$ cat src/rtl/fnd_pkg.sv
// Shared types and constants for the FND binary-to-BCD converter.
package fnd_pkg;

  typedef enum logic [1:0] {
    IDLE  = 2'd0,
    SHIFT = 2'd1,
    DONE  = 2'd2
  } bcd_state_t;

  localparam int FND_DIGITS  = 4;
  localparam int FND_BIN_W   = 14;
  localparam int FND_BCD_MAX = 9999;

  // Number of decimal digits needed to hold 2^w-1 without loss.
  function automatic int fnd_dec_digits(input int unsigned w);
    longint unsigned v;
    int n;
    v = (64'd1 << w) - 64'd1;
    n = 1;
    while (v >= 64'd10) begin
      v = v / 64'd10;
      n = n + 1;
    end
    return n;
  endfunction

  // 10^d as a 64-bit value.
  function automatic longint unsigned fnd_pow10(input int d);
    longint unsigned p;
    p = 64'd1;
    for (int i = 0; i < d; i++) p = p * 64'd10;
    return p;
  endfunction

endpackage

$ cat src/rtl/fnd_dabble_digit.sv
// Double-dabble nibble corrector: adds 3 when the BCD digit is 5 or more,
// so the following left shift carries correctly into the next decade.
module fnd_dabble_digit (
  input  logic [3:0] nib_i,
  output logic [3:0] nib_o
);

  assign nib_o = (nib_i >= 4'd5) ? (nib_i + 4'd3) : nib_i;

endmodule

$ cat src/rtl/fnd_bin2bcd_seq.sv
// Sequential binary-to-BCD converter (shift-add-3) feeding the FND digit mux.
// One request is converted over BIN_W shift cycles; results are held until
// the next conversion completes. Values above 10^DIGITS-1 saturate to all 9s.
// Optional: define FND_LZB_EN to build the leading-zero blanking mask.
module fnd_bin2bcd_seq
  import fnd_pkg::*;
#(
  parameter int BIN_W  = FND_BIN_W,
  parameter int DIGITS = FND_DIGITS
) (
  input  logic                  clk,
  input  logic                  reset,
  input  logic                  in_valid,
  output logic                  in_ready,
  input  logic [BIN_W-1:0]      bin,
  output logic                  out_valid,
  output logic [4*DIGITS-1:0]   bcd,
  output logic                  overflow,
  output logic [DIGITS-1:0]     blank
);

  // Scratch must be wide enough for the full binary range so the shift is
  // lossless even when the exported digits saturate.
  localparam int              DEC_NIB = fnd_dec_digits(BIN_W);
  localparam int              SCR_NIB = (DEC_NIB > DIGITS) ? DEC_NIB : DIGITS;
  localparam int              SCR_W   = 4 * SCR_NIB;
  localparam int              CNT_W   = $clog2(BIN_W + 1);
  localparam longint unsigned BCD_MAX = fnd_pow10(DIGITS) - 64'd1;

  bcd_state_t             state_q, state_d;
  logic [BIN_W-1:0]       shift_q, shift_d;
  logic [SCR_W-1:0]       scr_q, scr_d;
  logic [CNT_W-1:0]       cnt_q, cnt_d;
  logic                   ovf_cap_q, ovf_cap_d;
  logic                   out_valid_q, out_valid_d;
  logic [4*DIGITS-1:0]    bcd_q, bcd_d;
  logic                   overflow_q, overflow_d;
  logic [DIGITS-1:0]      blank_q, blank_d;

  logic [SCR_W-1:0]       scr_adj;
  logic [SCR_W+BIN_W-1:0] cat_shl;
  logic [4*DIGITS-1:0]    bcd_res;
  logic [DIGITS-1:0]      blank_calc;

  function automatic logic [4*DIGITS-1:0] sat_bcd(input logic                ovf,
                                                  input logic [4*DIGITS-1:0] v);
    return ovf ? {DIGITS{4'h9}} : v;
  endfunction

  // Add-3 correction on every scratch nibble before each shift.
  for (genvar g = 0; g < SCR_NIB; g++) begin : g_nib
    fnd_dabble_digit u_dig (
      .nib_i (scr_q[4*g +: 4]),
      .nib_o (scr_adj[4*g +: 4])
    );
  end

  assign cat_shl = {scr_adj, shift_q} << 1;
  assign bcd_res = scr_q[4*DIGITS-1:0];

`ifdef FND_LZB_EN
  // Leading-zero mask: digit i>0 blanks when it and all higher digits are zero.
  always_comb begin : lzb_calc
    logic zero_above;
    blank_calc = '0;
    zero_above = 1'b1;
    for (int i = DIGITS - 1; i > 0; i--) begin
      zero_above    = zero_above && (bcd_res[4*i +: 4] == 4'd0);
      blank_calc[i] = zero_above;
    end
    if (ovf_cap_q) blank_calc = '0;
  end
`else
  assign blank_calc = '0;
`endif

  // Next-state and datapath update for the IDLE/SHIFT/DONE sequence.
  always_comb begin
    state_d     = state_q;
    shift_d     = shift_q;
    scr_d       = scr_q;
    cnt_d       = cnt_q;
    ovf_cap_d   = ovf_cap_q;
    out_valid_d = 1'b0;
    bcd_d       = bcd_q;
    overflow_d  = overflow_q;
    blank_d     = blank_q;
    case (state_q)
      IDLE: begin
        if (in_valid) begin
          shift_d   = bin;
          scr_d     = '0;
          cnt_d     = '0;
          ovf_cap_d = (64'(bin) > BCD_MAX);
          state_d   = SHIFT;
        end
      end
      SHIFT: begin
        scr_d   = cat_shl[SCR_W+BIN_W-1 -: SCR_W];
        shift_d = cat_shl[BIN_W-1:0];
        cnt_d   = cnt_q + 1'b1;
        if (cnt_q == CNT_W'(BIN_W - 1)) state_d = DONE;
      end
      DONE: begin
        // Result registers and the valid pulse update together as DONE closes.
        out_valid_d = 1'b1;
        bcd_d       = sat_bcd(ovf_cap_q, bcd_res);
        overflow_d  = ovf_cap_q;
        blank_d     = blank_calc;
        state_d     = IDLE;
      end
      default: state_d = IDLE;
    endcase
  end

  // State and result registers with synchronous reset.
  always_ff @(posedge clk) begin
    if (reset) begin
      state_q     <= IDLE;
      shift_q     <= '0;
      scr_q       <= '0;
      cnt_q       <= '0;
      ovf_cap_q   <= 1'b0;
      out_valid_q <= 1'b0;
      bcd_q       <= '0;
      overflow_q  <= 1'b0;
      blank_q     <= '0;
    end else begin
      state_q     <= state_d;
      shift_q     <= shift_d;
      scr_q       <= scr_d;
      cnt_q       <= cnt_d;
      ovf_cap_q   <= ovf_cap_d;
      out_valid_q <= out_valid_d;
      bcd_q       <= bcd_d;
      overflow_q  <= overflow_d;
      blank_q     <= blank_d;
    end
  end

  assign in_ready  = (state_q == IDLE);
  assign out_valid = out_valid_q;
  assign bcd       = bcd_q;
  assign overflow  = overflow_q;
  assign blank     = blank_q;

endmodule
$ cat config.mk
export PLATFORM = sky130hd
export DESIGN_NAME = fnd_bin2bcd_seq
export DESIGN_NICKNAME = d
export VERILOG_FILES = /design/src/rtl/fnd_pkg.sv /design/src/rtl/fnd_dabble_digit.sv /design/src/rtl/fnd_bin2bcd_seq.sv
export SDC_FILE = /design/constraint.sdc
export NUM_CORES = 1
export LEC_CHECK = 0
export CAP_MARGIN = 5
export CORE_MARGIN = 3
export CORE_UTILIZATION = 47
export DETAILED_ROUTE_END_ITERATION = 7
export PLACE_DENSITY = 0.82
export SLEW_MARGIN = 10
export SYNTH_ARGS = -nofsm -noshare
export SYNTH_HDL_FRONTEND = slang
export SYNTH_SLANG_ARGS = --single-unit
$ cat constraint.sdc
create_clock -name clk -period 1.5 [get_ports clk]
set_input_delay 0.375 -clock clk [delete_from_list [all_inputs] [get_ports clk]]
set_output_delay 0.375 -clock clk [all_outputs]
set_load 0.01 [all_outputs]
==> summary.txt <==
Clock network
  – CTS clk-pin slew, worst paths: 0.09 ns
  – Clk root buf: clkbuf_8
  – Post-CTS setup buffer count: 0
  – Total CTS buffers: 5
  – Worst-Skew Late Latency: 0.31 ns
  – Clock sinks: 55
  – Htree depth: 2
  – CTS tree: yes
  – CTS max path bufs: 2

Synthesis
  – Cells after Synth: between 200 and 300
  – Synth Register Bits: 55
  – Syn Area/Cell: approximately 8.8 µm²
  – Sequential area share after synthesis: between 40% and 50%
  – YS warnings: 0
  – Ys flop type: dfxtp_1
  – Synthesized area: 2420 µm²
  – Number of synthesized flops with an enable pin: 0
  – Synth async-reset ratio: 0%
  – Post-synth cell types: 36

STA
  – Final worst setup slack: 0.0419 ns
  – Setup-failing EPs final: 0
  – Final Hold Viols: 0
  – Relative slew slack: about 64%
  – Max Fclk: approximately 700 MHz
  – Slew of the pin with the lowest slew margin: 0.534 ns
  – RSZ-0062 raised after global routing: false
  – Hold Worst Slack: between 0.4 and 0.5 ns
  – Minimum clock period: ~1.5 ns
  – Clock Skew: between 0.006 and 0.007 ns
  – Final Cycle Share: 97.2%
  – Max-slew violations: 0

Power
  – Sw Share: 23.5%
  – Clock power share: between 30% and 40%
  – PwrDens: ~940 nW/µm²
  – Pleak: around 0.0013 µW
  – Peak supply drop: around 0.00046 V
  – Combinational fraction of design power: between 10% and 20%
  – Net Sw Power: 678 µW
  – Seq pwr share: a little over half
  – Internal power: ~2200 µW

Floorplanning
  – Die W: a little under 80 µm
  – Die area: ~6000 µm²
  – Core Region: 4850 µm²
  – Initial Utilization: between 40 and 50%
  – I/O pins: 40
  – Die height: 77.7 µm
  – FP Rows: 25

Final layout
  – Non-Filler Instances: around 400
  – Area grow syn2layout: 27.2%
  – # diodes: 0
  – Share of cells above drive strength 1: between 10 and 15%
  – Commonest non-fill, non-tap cell in the layout: dfxtp_1
  – FILL cells: between 400 and 500
  – Most frequent cells in the layout: dfxtp_1, a21oi_1, buf_4
  – Final core utilization: roughly 63%
  – # nets final: around 360

Place
  – Port Buf Inserts: 35
  – Place WS: -0.314 ns
  – GP Congestion: approximately 0.83
  – Cells after DPL: 388
  – Post-DP HPWL: 3980 µm

Run status
  – Status: finished, final reports clean

Global routing
  – Met2 GRT Util: between 30% and 40%
  – Total congestion overflow: 0
  – GR Util met1: approximately a quarter
  – Pin count of the biggest net entering global routing: 19
  – Busiest grt layer: met2
  – Grt met3 use: 2.67%
  – Vias in the first global route: between 2000 and 2500
  – Gr usage total: around a fifth
  – First-pass GRT wire length: around 9300 µm
  – Initial antenna violation count: 0

Drt
  – DRC Markers: 0
  – Initial drt markers: about 110
  – First-pass DRT Iterations: 4
  – WL final: 5480 µm
  – Routed wire per std cell: approximately 14 µm
  – Vias after detailed routing: around 2100
  – Vias per cell: 5.29
  – Number of antenna-violating nets in the routed design: 0

Hold path
  – Type of the most critical hold path: flip-flop to flip-flop

Setup path
  – CP Data Arrival Time: ~1.7 ns
  – Worst Setup Path Type: flip-flop to flip-flop
  – Crit-path max FO: 4
  – Crit start category: flip-flop
  – CP Data Required Time: roughly 1.7 ns
  – Critical Path End Type: flip-flop

Job
  – MaxCap Viol Count: 0
-- Yosys cell counts (3+ instances only) --
library cell / number / share of area, %
a21o_1: 3 / 0.93
nand2_1: 24 / 3.7
buf_4: 4 / 1.2
buf_2: 8 / 1.7
nor2_1: 22 / 3.4
a22o_1: 10 / 3.6
clkbuf_1: 7 / 1.1
dfxtp_1: 55 / 46
nand3b_1: 5 / 1.6
xor2_1: 3 / 1.1
xnor2_1: 4 / 1.4
or3_1: 4 / 1.0
nor4_1: 3 / 0.78
nand2b_1: 7 / 1.8
a21oi_1: 30 / 6.2
mux2i_1: 4 / 1.7
a22oi_1: 11 / 3.4
nand3_1: 6 / 1.2
nor2_2: 3 / 0.78
ha_1: 10 / 5.2
o21ai_0: 8 / 1.7
nor3_1: 23 / 4.8
inv_1: 9 / 1.4
-- critical path: stages (launching register included) --
cell and delay [ns]:
dfxtp_1 0.39, inv_1 0.07, ha_1 0.23, nand2b_1 0.09, or4b_1 0.45, a21oi_1 0.16
-- power groups by stage --
stage / Clock [µW] / Combinational (µW) / Sequential (µW)
floorplan: 0 / 197 / 1560
global placement: 0 / 325 / 1570
detailed placement: 0 / 334 / 1570
CTS: 1030 / 337 / 1540
global route: 1080 / 370 / 1550
finish: 1000 / 342 / 1540
-- final timing paths --
kind,end,depth (start not counted),slack [ns],from
hold reg to reg,bcd[2],2,0.45,bcd[2]
hold / removal,bcd[2],2,0.45,bcd[2]
setup / recovery,scr_q[12],5,0.04,scr_q[8]
setup reg to reg,scr_q[12],5,0.04,scr_q[8]
-- metal layers --
metal	vias to the layer above	share of wire, %	wire length, µm
li1	1059	-	-
met1	970	45	2450
met2	56	49	2670
met3	9	4.5	249
met4	0	1.9	106
met5	-	0	0
-- metrics by stage --
step                      TNS [ns]  area, µm²  total power [µW]
after floorplan                  0       2430              1760
after global placement       -6.83       2960              1890
after detailed placement     -7.39       2960              1900
after CTS                        0       3060              2900
after global routing             0       3070              3000
final                            0       3070              2880
-- sequential cells by signal (all words and copies together), names as in the netlist --
signal / cells
bcd: 16
cnt_q: 4
out_valid: 1
overflow: 1
ovf_cap_q: 1
scr_q: 16
shift_q: 14
state_q: 2
-- layout make-up --
cell class | instances | area (µm²) | area share, %
inverter | 9 | 33.8 | 1.10
clock buffer | 6 | 82.6 | 2.69
clock inverter | 2 | 35.0 | 1.14
tap | 67 | 83.8 | 2.73
timing repair buffer | 62 | 531 | 17.3
sequential | 55 | 1110 | 36.0
multi-input combinational | 195 | 1200 | 39.1
-- kinds of logic (layout without fill, tap and decap cells) --
group,after synthesis,in the layout,share of synthesized area (%)
fa+ha+maj,10,10,5.18
mux,5,5,2.12
other cells,1,4,0.155
xor+xnor,7,7,2.54
flops,55,55,45.5
compound gates,64,64,16.6
buf+inv,29,79,5.85
simple gates,105,105,22.1
-- what timing repair did --
action	CTS	global route
setup endpoints to repair	31	12
pin swaps	0	1
endpoints found under the hold margin	0	0
gates resized for setup	22	7
hold buffers	0	0
(Power assumes the default switching activity.)
==> RTL edit (same flow settings) <==
Reset style: asynchronous (`reset`), changed in one clocked block. Comments in the files are not updated.
--- a/src/rtl/fnd_bin2bcd_seq.sv
+++ b/src/rtl/fnd_bin2bcd_seq.sv
@@ -114,7 +114,7 @@
   end
 
   // State and result registers with synchronous reset.
-  always_ff @(posedge clk) begin
+  always_ff @(posedge clk or posedge reset) begin
     if (reset) begin
       state_q     <= IDLE;
       shift_q     <= '0;
Behaviour: differs if reset is asserted again (counterexample within 4 cycles, from zero or initial values and one cycle with reset high); with reset held inactive, the same outputs for 10 cycles.
==> RTL edit against the unedited design <==
The flow now finishes with violations (negative setup slack); routed wire length is 18% higher; non-clock buffer count is 14 higher; sequential cell count stayed put; setup slack worse by 65 ps; fmax is 4.3% lower; final cell count is 4.5% higher; area after synthesis is 8.9% higher; final area is 16% higher.
Power is not compared: it rests on default switching activity, and its combinational part moved more than twofold at a synthesized area within 25%.
==> RTL edit: results (changes against the unedited design) <==
| Metric | Value |
|---|---|
| Status | `finished with violations` |
| Failing checks | `negative setup slack` |
| Core area | `5270 sq um (+8.7%)` |
| CTS resizes | `26 (+18%)` |
| Final WL | `6.446 mm (+18%)` |
| Seq Cell Count | `55 (unchanged)` |
| Placed insts | `401 (+3.4%)` |
| GRT met1 Usage | `0.2628 (+0.01918)` |
| Register area | `1379 sq um (+25%)` |
| Post-CTS setup buffer count | `3 (+3)` |
| Final setup viols | `2 (+2)` |
| Bufs w/o clock | `76 (+23%)` |
| Synth Area in Compound Gates | `0.1497 (-0.01592)` |
| Adder-cell share of the synthesized area | `0.04753 (-0.004231)` |
| R2r endpoint | `scr_q[13]$_DFFE_PP0P_` |
| Met3 Use GR | `0.03991 (+0.01323)` |
| GR Util All Layers | `0.2025 (+0.01295)` |
| Setup ws final | `-22.95 ps (-64.88 ps)` |
| GPL Wtd Cong | `0.7959 (-4.6%)` |
| Most instantiated cells after synthesis | `nand2_1, dfrtp_1, o21ai_0` |
| Pre-CTS setup slack | `-351.8 ps (-37.54 ps)` |
| Met2 Use GR | `0.3342 (+0.02337)` |
| Vias | `2235 (+6.7%)` |
| Multi-In Gates | `191 (-2.1%)` |
| Worst Hold Class | `in2async` |
| Main flop type after synthesis | `dfrtp_1` |
| Met3 WL | `444 microns (+78%)` |
| DP Area | `3332 sq um (+13%)` |
| Critical path peak fanout | `3 (-1)` |
-- RTL edit: cell count changes in the layout (fill, tap and decap cells not counted), moves of 7 or more --
| cell | before | now |
|---|---|---|
| nand3_1 | 6 | 15 |
| nor3_1 | 23 | 0 |
| o21ai_0 | 8 | 27 |
| o31ai_1 | 0 | 7 |
| dfrtp_1 | 0 | 53 |
| a21oi_1 | 28 | 1 |
| nor2_1 | 22 | 11 |
| buf_4 | 27 | 34 |
| dfxtp_1 | 50 | 0 |
| a22o_1 | 10 | 0 |
| inv_2 | 0 | 8 |
| nand2_1 | 24 | 56 |
-- RTL edit: report_power, final --
part | internal (mW) | total, mW | switching (mW)
clock | 0.379 | 0.856 | 0.477
combinational | 1.89 | 3.79 | 1.90
sequential | 2.09 | 2.61 | 0.518
total | 4.36 | 7.25 | 2.89
-- RTL edit: cells by family (layout without fill, tap and decap cells) --
kind of cell | count (synthesis) | in the layout
adder cells (fa/ha/maj) | 10 | 10
AO/OA/AOI/OAI | 66 | 66
AND/OR/NAND/NOR | 100 | 100
buffers and inverters | 29 | 98
multiplexers | 5 | 5
flip-flops | 55 | 55
other | 1 | 4
XOR/XNOR | 6 | 6
-- RTL edit: worst min-delay path by stage --
stage | start | to | slack (ps) | depth (start not counted)
3_5_place_dp | shift_q[8]$_DFFE_PP0P_ | shift_q[8]$_DFFE_PP0P_ | 460 | 2
6_report | reset | bcd[1]$_DFFE_PP0P_ | 330 | 2
3_3_place_gp | shift_q[2]$_DFFE_PP0P_ | shift_q[2]$_DFFE_PP0P_ | 460 | 2
2_1_floorplan | cnt_q[3]$_DFFE_PP0P_ | cnt_q[3]$_DFFE_PP0P_ | 440 | 1
4_1_cts | reset | bcd[1]$_DFFE_PP0P_ | 330 | 2
5_1_grt | reset | bcd[0]$_DFFE_PP0P_ | 340 | 2
